`config.mk`:
```
export PLATFORM = sky130hd
export DESIGN_NAME = uart_tx_arbiter_flat
export DESIGN_NICKNAME = d
export VERILOG_FILES = /design/src/rtl/uart_arb_pkg.sv /design/src/rtl/uart_tx_arbiter_if.sv /design/src/rtl/rr_arbiter_2.sv /design/src/rtl/uart_tx_arbiter.sv /design/src/flat_wrapper.sv
export SDC_FILE = /design/constraint.sdc
export NUM_CORES = 1
export LEC_CHECK = 0
export ABC_CLOCK_PERIOD_IN_PS = 1900
export CORE_MARGIN = 8
export CORE_UTILIZATION = 43
export CTS_CLUSTER_DIAMETER = 150
export DETAILED_ROUTE_END_ITERATION = 16
export PLACE_DENSITY = 0.75
export SLEW_MARGIN = 20
export SYNTH_ARGS = -nofsm -noshare
export SYNTH_HDL_FRONTEND = slang
export SYNTH_SLANG_ARGS = --single-unit
```
`constraint.sdc`:
```
create_clock -name CLK -period 1.9 [get_ports CLK]
set_input_delay 0.285 -clock CLK [delete_from_list [all_inputs] [get_ports CLK]]
set_output_delay 0.285 -clock CLK [all_outputs]
set_load 0.005 [all_outputs]
```
`src/rtl/uart_arb_pkg.sv`:
```
// Shared types and constants for the UART transmit arbiter: FSM encoding,
// one-hot grant codes and per-source byte counts.
package uart_arb_pkg;

  typedef enum logic [2:0] {
    IDLE    = 3'd0,
    LOAD    = 3'd1,
    WAIT_HI = 3'd2,
    WAIT_LO = 3'd3,
    GAP     = 3'd4
  } arb_state_e;

  localparam logic [1:0] GRANT_ALU = 2'b01;
  localparam logic [1:0] GRANT_RF  = 2'b10;

  localparam logic [1:0] ALU_BYTES = 2'd2;
  localparam logic [1:0] RF_BYTES  = 2'd1;

endpackage

```
`src/rtl/uart_tx_arbiter_if.sv`:
```
// Bundle between the two result producers, the arbiter and UART_TX_TOP,
// plus the arbiter FSM state exposed for observation.
interface uart_tx_arbiter_if #(
  parameter int DATA_WIDTH = 8,
  parameter int ALU_WIDTH  = 16
) ();

  // Producers raise *_VLD with stable data and hold both until the matching
  // *_RDY pulse (one cycle) is seen; the transmitter is fed one byte per
  // TX_DATA_VALID strobe, only while TX_BUSY is low.
  logic [ALU_WIDTH-1:0]       ALU_OUT;
  logic                       ALU_VLD;
  logic                       ALU_RDY;
  logic [DATA_WIDTH-1:0]      RF_RD_DATA;
  logic                       RF_RD_VLD;
  logic                       RF_RDY;
  logic                       TX_BUSY;
  logic [DATA_WIDTH-1:0]      TX_P_DATA;
  logic                       TX_DATA_VALID;
  logic                       ARB_BUSY;
  logic [1:0]                 GRANT;
  uart_arb_pkg::arb_state_e   STATE;

  modport slave (
    input  ALU_OUT, ALU_VLD, RF_RD_DATA, RF_RD_VLD, TX_BUSY,
    output ALU_RDY, RF_RDY, TX_P_DATA, TX_DATA_VALID, ARB_BUSY, GRANT, STATE
  );

  modport master (
    output ALU_OUT, ALU_VLD, RF_RD_DATA, RF_RD_VLD, TX_BUSY,
    input  ALU_RDY, RF_RDY, TX_P_DATA, TX_DATA_VALID, ARB_BUSY, GRANT, STATE
  );

endinterface

```
`src/rtl/rr_arbiter_2.sv`:
```
// Two-way round-robin arbiter; grant is combinational from req and the
// priority pointer, which moves only when the grant is taken (advance_i).
module rr_arbiter_2 (
  input  logic       clk_i,
  input  logic       rst_i,
  input  logic [1:0] req_i,
  input  logic       advance_i,
  output logic [1:0] grant_o
);

  // prio_rf_q=1 means RF wins the next tie; reset favours the ALU.
  logic prio_rf_q;

  always_comb begin
    grant_o = 2'b00;
    case (req_i)
      2'b01:   grant_o = 2'b01;
      2'b10:   grant_o = 2'b10;
      2'b11:   grant_o = prio_rf_q ? 2'b10 : 2'b01;
      default: grant_o = 2'b00;
    endcase
  end

  always_ff @(posedge clk_i) begin
    if (rst_i) begin
      prio_rf_q <= 1'b0;
    end else if (advance_i && (grant_o != 2'b00)) begin
      prio_rf_q <= grant_o[0];
    end
  end

endmodule

```
`src/rtl/uart_tx_arbiter.sv`:
```
// Round-robin sharing of one UART transmitter between the ALU (two bytes,
// low first) and the register file (one byte). UART_ARB_GAP_EN adds GAP.
module uart_tx_arbiter
  import uart_arb_pkg::*;
#(
  parameter int DATA_WIDTH = 8,
  parameter int ALU_WIDTH  = 16
`ifdef UART_ARB_GAP_EN
  , parameter int GAP_CYCLES = 2
`endif
) (
  input logic              CLK,
  input logic              RST,
  uart_tx_arbiter_if.slave bus
);

  arb_state_e             state_q, state_d;
  logic [ALU_WIDTH-1:0]   buf_q, buf_d;
  logic [1:0]             cnt_q, cnt_d;
  logic [1:0]             grant_q, grant_d;
  logic [DATA_WIDTH-1:0]  tx_data_q, tx_data_d;
  logic                   tx_dv_q, tx_dv_d;
  logic                   alu_rdy_q, alu_rdy_d;
  logic                   rf_rdy_q, rf_rdy_d;
  logic [1:0]             arb_grant;
  logic                   advance;

`ifdef UART_ARB_GAP_EN
  localparam int GapW = (GAP_CYCLES > 1) ? $clog2(GAP_CYCLES) : 1;
  logic [GapW-1:0] gap_q, gap_d;
`endif

  rr_arbiter_2 u_rr (
    .clk_i     (CLK),
    .rst_i     (RST),
    .req_i     ({bus.RF_RD_VLD, bus.ALU_VLD}),
    .advance_i (advance),
    .grant_o   (arb_grant)
  );

  always_comb begin
    state_d   = state_q;
    buf_d     = buf_q;
    cnt_d     = cnt_q;
    grant_d   = grant_q;
    tx_data_d = tx_data_q;
    tx_dv_d   = 1'b0;
    alu_rdy_d = 1'b0;
    rf_rdy_d  = 1'b0;
    advance   = 1'b0;
`ifdef UART_ARB_GAP_EN
    gap_d     = gap_q;
`endif
    case (state_q)
      IDLE: begin
        if (arb_grant != 2'b00) begin
          advance = 1'b1;
          grant_d = arb_grant;
          state_d = LOAD;
          if (arb_grant == GRANT_ALU) begin
            buf_d     = bus.ALU_OUT;
            cnt_d     = ALU_BYTES;
            alu_rdy_d = 1'b1;
          end else begin
            buf_d    = ALU_WIDTH'(bus.RF_RD_DATA);
            cnt_d    = RF_BYTES;
            rf_rdy_d = 1'b1;
          end
        end
      end
      LOAD: begin
        if (!bus.TX_BUSY) begin
          tx_dv_d   = 1'b1;
          tx_data_d = buf_q[DATA_WIDTH-1:0];
          state_d   = WAIT_HI;
        end
      end
      WAIT_HI: begin
        if (bus.TX_BUSY) state_d = WAIT_LO;
      end
      WAIT_LO: begin
        if (!bus.TX_BUSY) begin
          cnt_d = cnt_q - 2'd1;
          if (cnt_d != 2'd0) begin
            // Next byte sits in the low lane after shifting.
            buf_d   = buf_q >> DATA_WIDTH;
            state_d = LOAD;
          end else begin
            grant_d = 2'b00;
`ifdef UART_ARB_GAP_EN
            gap_d   = '0;
            state_d = GAP;
`else
            state_d = IDLE;
`endif
          end
        end
      end
`ifdef UART_ARB_GAP_EN
      GAP: begin
        if (gap_q == GapW'(GAP_CYCLES - 1)) state_d = IDLE;
        else                                gap_d   = gap_q + 1'b1;
      end
`endif
      default: state_d = IDLE;
    endcase
  end

  always_ff @(posedge CLK) begin
    if (RST) begin
      state_q   <= IDLE;
      buf_q     <= '0;
      cnt_q     <= '0;
      grant_q   <= '0;
      tx_data_q <= '0;
      tx_dv_q   <= 1'b0;
      alu_rdy_q <= 1'b0;
      rf_rdy_q  <= 1'b0;
    end else begin
      state_q   <= state_d;
      buf_q     <= buf_d;
      cnt_q     <= cnt_d;
      grant_q   <= grant_d;
      tx_data_q <= tx_data_d;
      tx_dv_q   <= tx_dv_d;
      alu_rdy_q <= alu_rdy_d;
      rf_rdy_q  <= rf_rdy_d;
    end
  end

`ifdef UART_ARB_GAP_EN
  always_ff @(posedge CLK) begin
    if (RST) gap_q <= '0;
    else     gap_q <= gap_d;
  end
`endif

  assign bus.ALU_RDY       = alu_rdy_q;
  assign bus.RF_RDY        = rf_rdy_q;
  assign bus.TX_P_DATA     = tx_data_q;
  assign bus.TX_DATA_VALID = tx_dv_q;
  assign bus.ARB_BUSY      = (state_q != IDLE);
  assign bus.GRANT         = grant_q;
  assign bus.STATE         = state_q;

endmodule

```
`src/flat_wrapper.sv`:
```
// flat-port wrapper written by rule: the top's interface ports become plain ports
module uart_tx_arbiter_flat import uart_arb_pkg::*;
#(
  parameter int DATA_WIDTH = 8,
  parameter int ALU_WIDTH  = 16

)
  (CLK, RST, bus_ALU_OUT, bus_ALU_VLD, bus_RF_RD_DATA, bus_RF_RD_VLD, bus_TX_BUSY, bus_ALU_RDY, bus_RF_RDY, bus_TX_P_DATA, bus_TX_DATA_VALID, bus_ARB_BUSY, bus_GRANT, bus_STATE);
  uart_tx_arbiter_if #(.DATA_WIDTH(DATA_WIDTH), .ALU_WIDTH(ALU_WIDTH)) bus_i ();
  input logic CLK;
  input logic RST;
  input wire logic [$bits(bus_i.ALU_OUT)-1:0] bus_ALU_OUT;
  input wire logic [$bits(bus_i.ALU_VLD)-1:0] bus_ALU_VLD;
  input wire logic [$bits(bus_i.RF_RD_DATA)-1:0] bus_RF_RD_DATA;
  input wire logic [$bits(bus_i.RF_RD_VLD)-1:0] bus_RF_RD_VLD;
  input wire logic [$bits(bus_i.TX_BUSY)-1:0] bus_TX_BUSY;
  output wire logic [$bits(bus_i.ALU_RDY)-1:0] bus_ALU_RDY;
  output wire logic [$bits(bus_i.RF_RDY)-1:0] bus_RF_RDY;
  output wire logic [$bits(bus_i.TX_P_DATA)-1:0] bus_TX_P_DATA;
  output wire logic [$bits(bus_i.TX_DATA_VALID)-1:0] bus_TX_DATA_VALID;
  output wire logic [$bits(bus_i.ARB_BUSY)-1:0] bus_ARB_BUSY;
  output wire logic [$bits(bus_i.GRANT)-1:0] bus_GRANT;
  output wire logic [$bits(bus_i.STATE)-1:0] bus_STATE;
  assign bus_i.ALU_OUT = bus_ALU_OUT;
  assign bus_i.ALU_VLD = bus_ALU_VLD;
  assign bus_i.RF_RD_DATA = bus_RF_RD_DATA;
  assign bus_i.RF_RD_VLD = bus_RF_RD_VLD;
  assign bus_i.TX_BUSY = bus_TX_BUSY;
  assign bus_ALU_RDY = bus_i.ALU_RDY;
  assign bus_RF_RDY = bus_i.RF_RDY;
  assign bus_TX_P_DATA = bus_i.TX_P_DATA;
  assign bus_TX_DATA_VALID = bus_i.TX_DATA_VALID;
  assign bus_ARB_BUSY = bus_i.ARB_BUSY;
  assign bus_GRANT = bus_i.GRANT;
  assign bus_STATE = bus_i.STATE;
  uart_tx_arbiter #(.DATA_WIDTH(DATA_WIDTH), .ALU_WIDTH(ALU_WIDTH)) u_core (.CLK(CLK), .RST(RST), .bus(bus_i));
endmodule
```
==> results.toml, run 1 <==
[status]
status = "finished clean"

[cts]
path_clk_slew_ns = 0.07
clk_latency_ns = 0.28
root_buffer = "clkbuf_8"
hold_buffers = 0
cts_tree = "built"
clock_path_buffers = 2
cts_buffers = 5
htree_levels = 2
cts.sinks = 34

[synthesis]
yosysWarnings = 0
synth_flop_cell = "dfxtp_1"
syn_avg_cell_area_um2 = 8.76
yosys-top-cells-area = "dfxtp_1, nand2_1, o32ai_2, nor2_1, mux2_2"
syn_inst = 200
synth_edf_count = 0
syn-num-nets = 234
yosysMostFrequentCell = "nand2_1"
yosysSeqAreaShare = 0.389
synth-seq-cells = 34
synth-async-reset-ratio = 0
synth_top_area_cell = "dfxtp_1"
synth.distinct_cells = 40
syn_area_um2 = 1750
synth_top_cell_area_share = 0.389
ys_top_cells_by_count = "nand2_1, dfxtp_1, nor2_1"

[worst_setup_path]
worstSetupStartpointType = "register"
worstPathRequired_ns = 1.62
crit_fanout = 7
cpMostUsedCell = "inv_1"
crit_family = "buffers and inverters"
critPathBufInv = 4
crit_path_cell_trace = "inv_1 > ha_4 > buf_4 > inv_1 > clkdlybuf4s50_1"
worst_setup_path_end_kind = "output pin"
max_stage_delay_ns = 0.49
crit_arrival_ns = 1.54
path_class = "register to output pin"
crit_slowest_cell = "clkdlybuf4s50_1"

[power]
p_clk_frac = 0.189
worst_ir_drop_vdd_mv = 0.445
sw_frac_of_total = 0.333
p_leak_nw = 0.940
p_switching_uw = 925
internal_power_mw = 1.85
p_per_area_nw_per_um2 = 1170
p_seq_frac = 0.364
p_comb_frac = 0.446

[sta]
drv_slew = 0
max-slew-margin-rel = 0.646
fmax_mhz = 548
setup_viol = 0
rsz0062_at_grt = "yes"
tightest_slew_ns = 0.529
fin_skew_ns = 0.00573
fin_crit_sh = 0.961
layout_min_cycle_time_ns = 1.83
final.setup.worst_slack_ns = 0.0750
hold_violations = 0

[floorplanning]
coreArea_um2 = 3970
die-area_um2 = 6370
num_io_pins = 46
start_util = 0.441
die-height_um = 79.8
dieWidth_um = 79.8
rows = 23

[detailed_routing]
drt_iter0_markers = 117
vias = 1519
viasPerCell = 5.10
drc = 0
firstDrtPassIters = 4
wirelength_mm = 4.20
drtAntennaViolNets = 0
post_drt_wl_per_cell_um = 14.1

[grt]
antenna_found_initial = 0
grt_max_degree = 24
grt_pass1_wl_mm = 7.21
overflow = 0
grt_pass1_vias = 1594
grtUsageTotal = 0.140

[layout]
diodes = 0
final_util = 0.596
fin_nets = 283
layout-drive-gt1-share = 0.190
syn_to_final_growth_pct = 35.2

[flow_run]
cap_violations = 0

[placement]
place_ws_ns = 0.0134
port_buffers = 44
gp_congestion = 0.824
dp_hpwl_mm = 3.19

[worst_hold_path]
hp-class = "register to register"
[area by class of cell]
cell class / count / area [um2]
multi-input combinational: 145 / 963
sequential: 34 / 683
tap: 50 / 62.6
clock buffer: 6 / 82.6
timing repair buffer: 57 / 551
inverter: 6 / 26.3
fill: 373 / 1600
[per-layer routing]
metal	wire length, um	global-route usage	part of all wire	vias to the layer above
met2	1960	0.227	0.47	41
met3	299	0.0484	0.071	6
li1	-	-	-	780
met5	0	0	0	-
met4	51	0.0473	0.012	0
met1	1880	0.167	0.45	692
[cell usage in the layout, fill, tap and decap left out, types with 2 or more instances in the layout]
| cell | count |
|---|---|
| mux2i_1 | 8 |
| buf_4 | 12 |
| nand4_1 | 2 |
| dfxtp_1 | 32 |
| mux2_2 | 9 |
| nand3_1 | 8 |
| dfxtp_2 | 2 |
| a21oi_1 | 8 |
| o32ai_2 | 8 |
| clkbuf_8 | 6 |
| inv_1 | 4 |
| ha_1 | 4 |
| nand2b_1 | 2 |
| o21ai_0 | 2 |
| nor3_1 | 2 |
| nor2b_1 | 2 |
| o31ai_1 | 2 |
| clkdlybuf4s50_1 | 44 |
| nand2_1 | 40 |
| nor2_1 | 29 |
[power by group through the flow]
stage	Sequential [mW]	Combinational (mW)	Clock, mW
global route	1.04	1.36	0.569
floorplan	1.01	0.816	0
detailed placement	1.02	1.20	0
global placement	1.02	1.18	0
finish	1.01	1.24	0.525
CTS	1.01	1.23	0.540
[registers in the layout, indices dropped and copies added, names as in the netlist]
register	cells
u_core.buf_q	16
u_core.bus.ALU_RDY	1
u_core.bus.GRANT	2
u_core.bus.RF_RDY	1
u_core.bus.STATE	2
u_core.bus.TX_DATA_VALID	1
u_core.bus.TX_P_DATA	8
u_core.cnt_q	2
u_core.u_rr.prio_rf_q	1
[final timing paths]
path,start,slack (ns),depth (start not counted),endpoint
setup / recovery,u_core.bus.STATE[1],0.07,5,bus_ARB_BUSY
hold / removal,u_core.bus.GRANT[1],0.45,2,u_core.bus.GRANT[1]
setup reg to reg,u_core.bus.STATE[0],0.17,6,u_core.buf_q[12]
hold reg to reg,u_core.bus.GRANT[1],0.45,2,u_core.bus.GRANT[1]
[timing repair]
action                                 CTS  global route
setup endpoints to repair                1             1
setup buffers                            1             0
endpoints found under the hold margin    0             0
resized for setup                        2             4
gates cloned                             0             0
[stage by stage]
stage	total power [mW]	hold slack (ns)	std cells	area [um2]	setup TNS, ns
floorplan	1.82	0.357	200	1750	0
global placement	2.20	0.437	291	2260	0
detailed placement	2.22	0.449	291	2260	0
CTS	2.78	0.458	298	2350	0
global route	2.97	0.479	298	2370	-0.000681
finish	2.78	0.452	298	2370	0
[worst reg2reg max path, cell delays in order, from the launching register on]
cell and delay, ns:
dfxtp_2 0.33, buf_4 0.13, ha_1 0.22, buf_4 0.22
nor2_1 0.45, nand3_1 0.15, mux2i_1 0.15
[logic make-up after synthesis]
logic type                 synth area share
buffers and inverters                0.0686
DFF                                   0.389
muxes                                 0.104
AOI/OAI and AO/OA                     0.164
other                               0.00214
and+or+nand+nor                       0.237
adders and majority gates            0.0357
No activity file was read; power rests on OpenSTA's default activity.
==> run 2, diff against run 1 <==
ABC_CLOCK_PERIOD_IN_PS = not set   (was 1900)
==> results of run 2 <==
The final DEF is identical to that of run 1; final timing and power are the same.
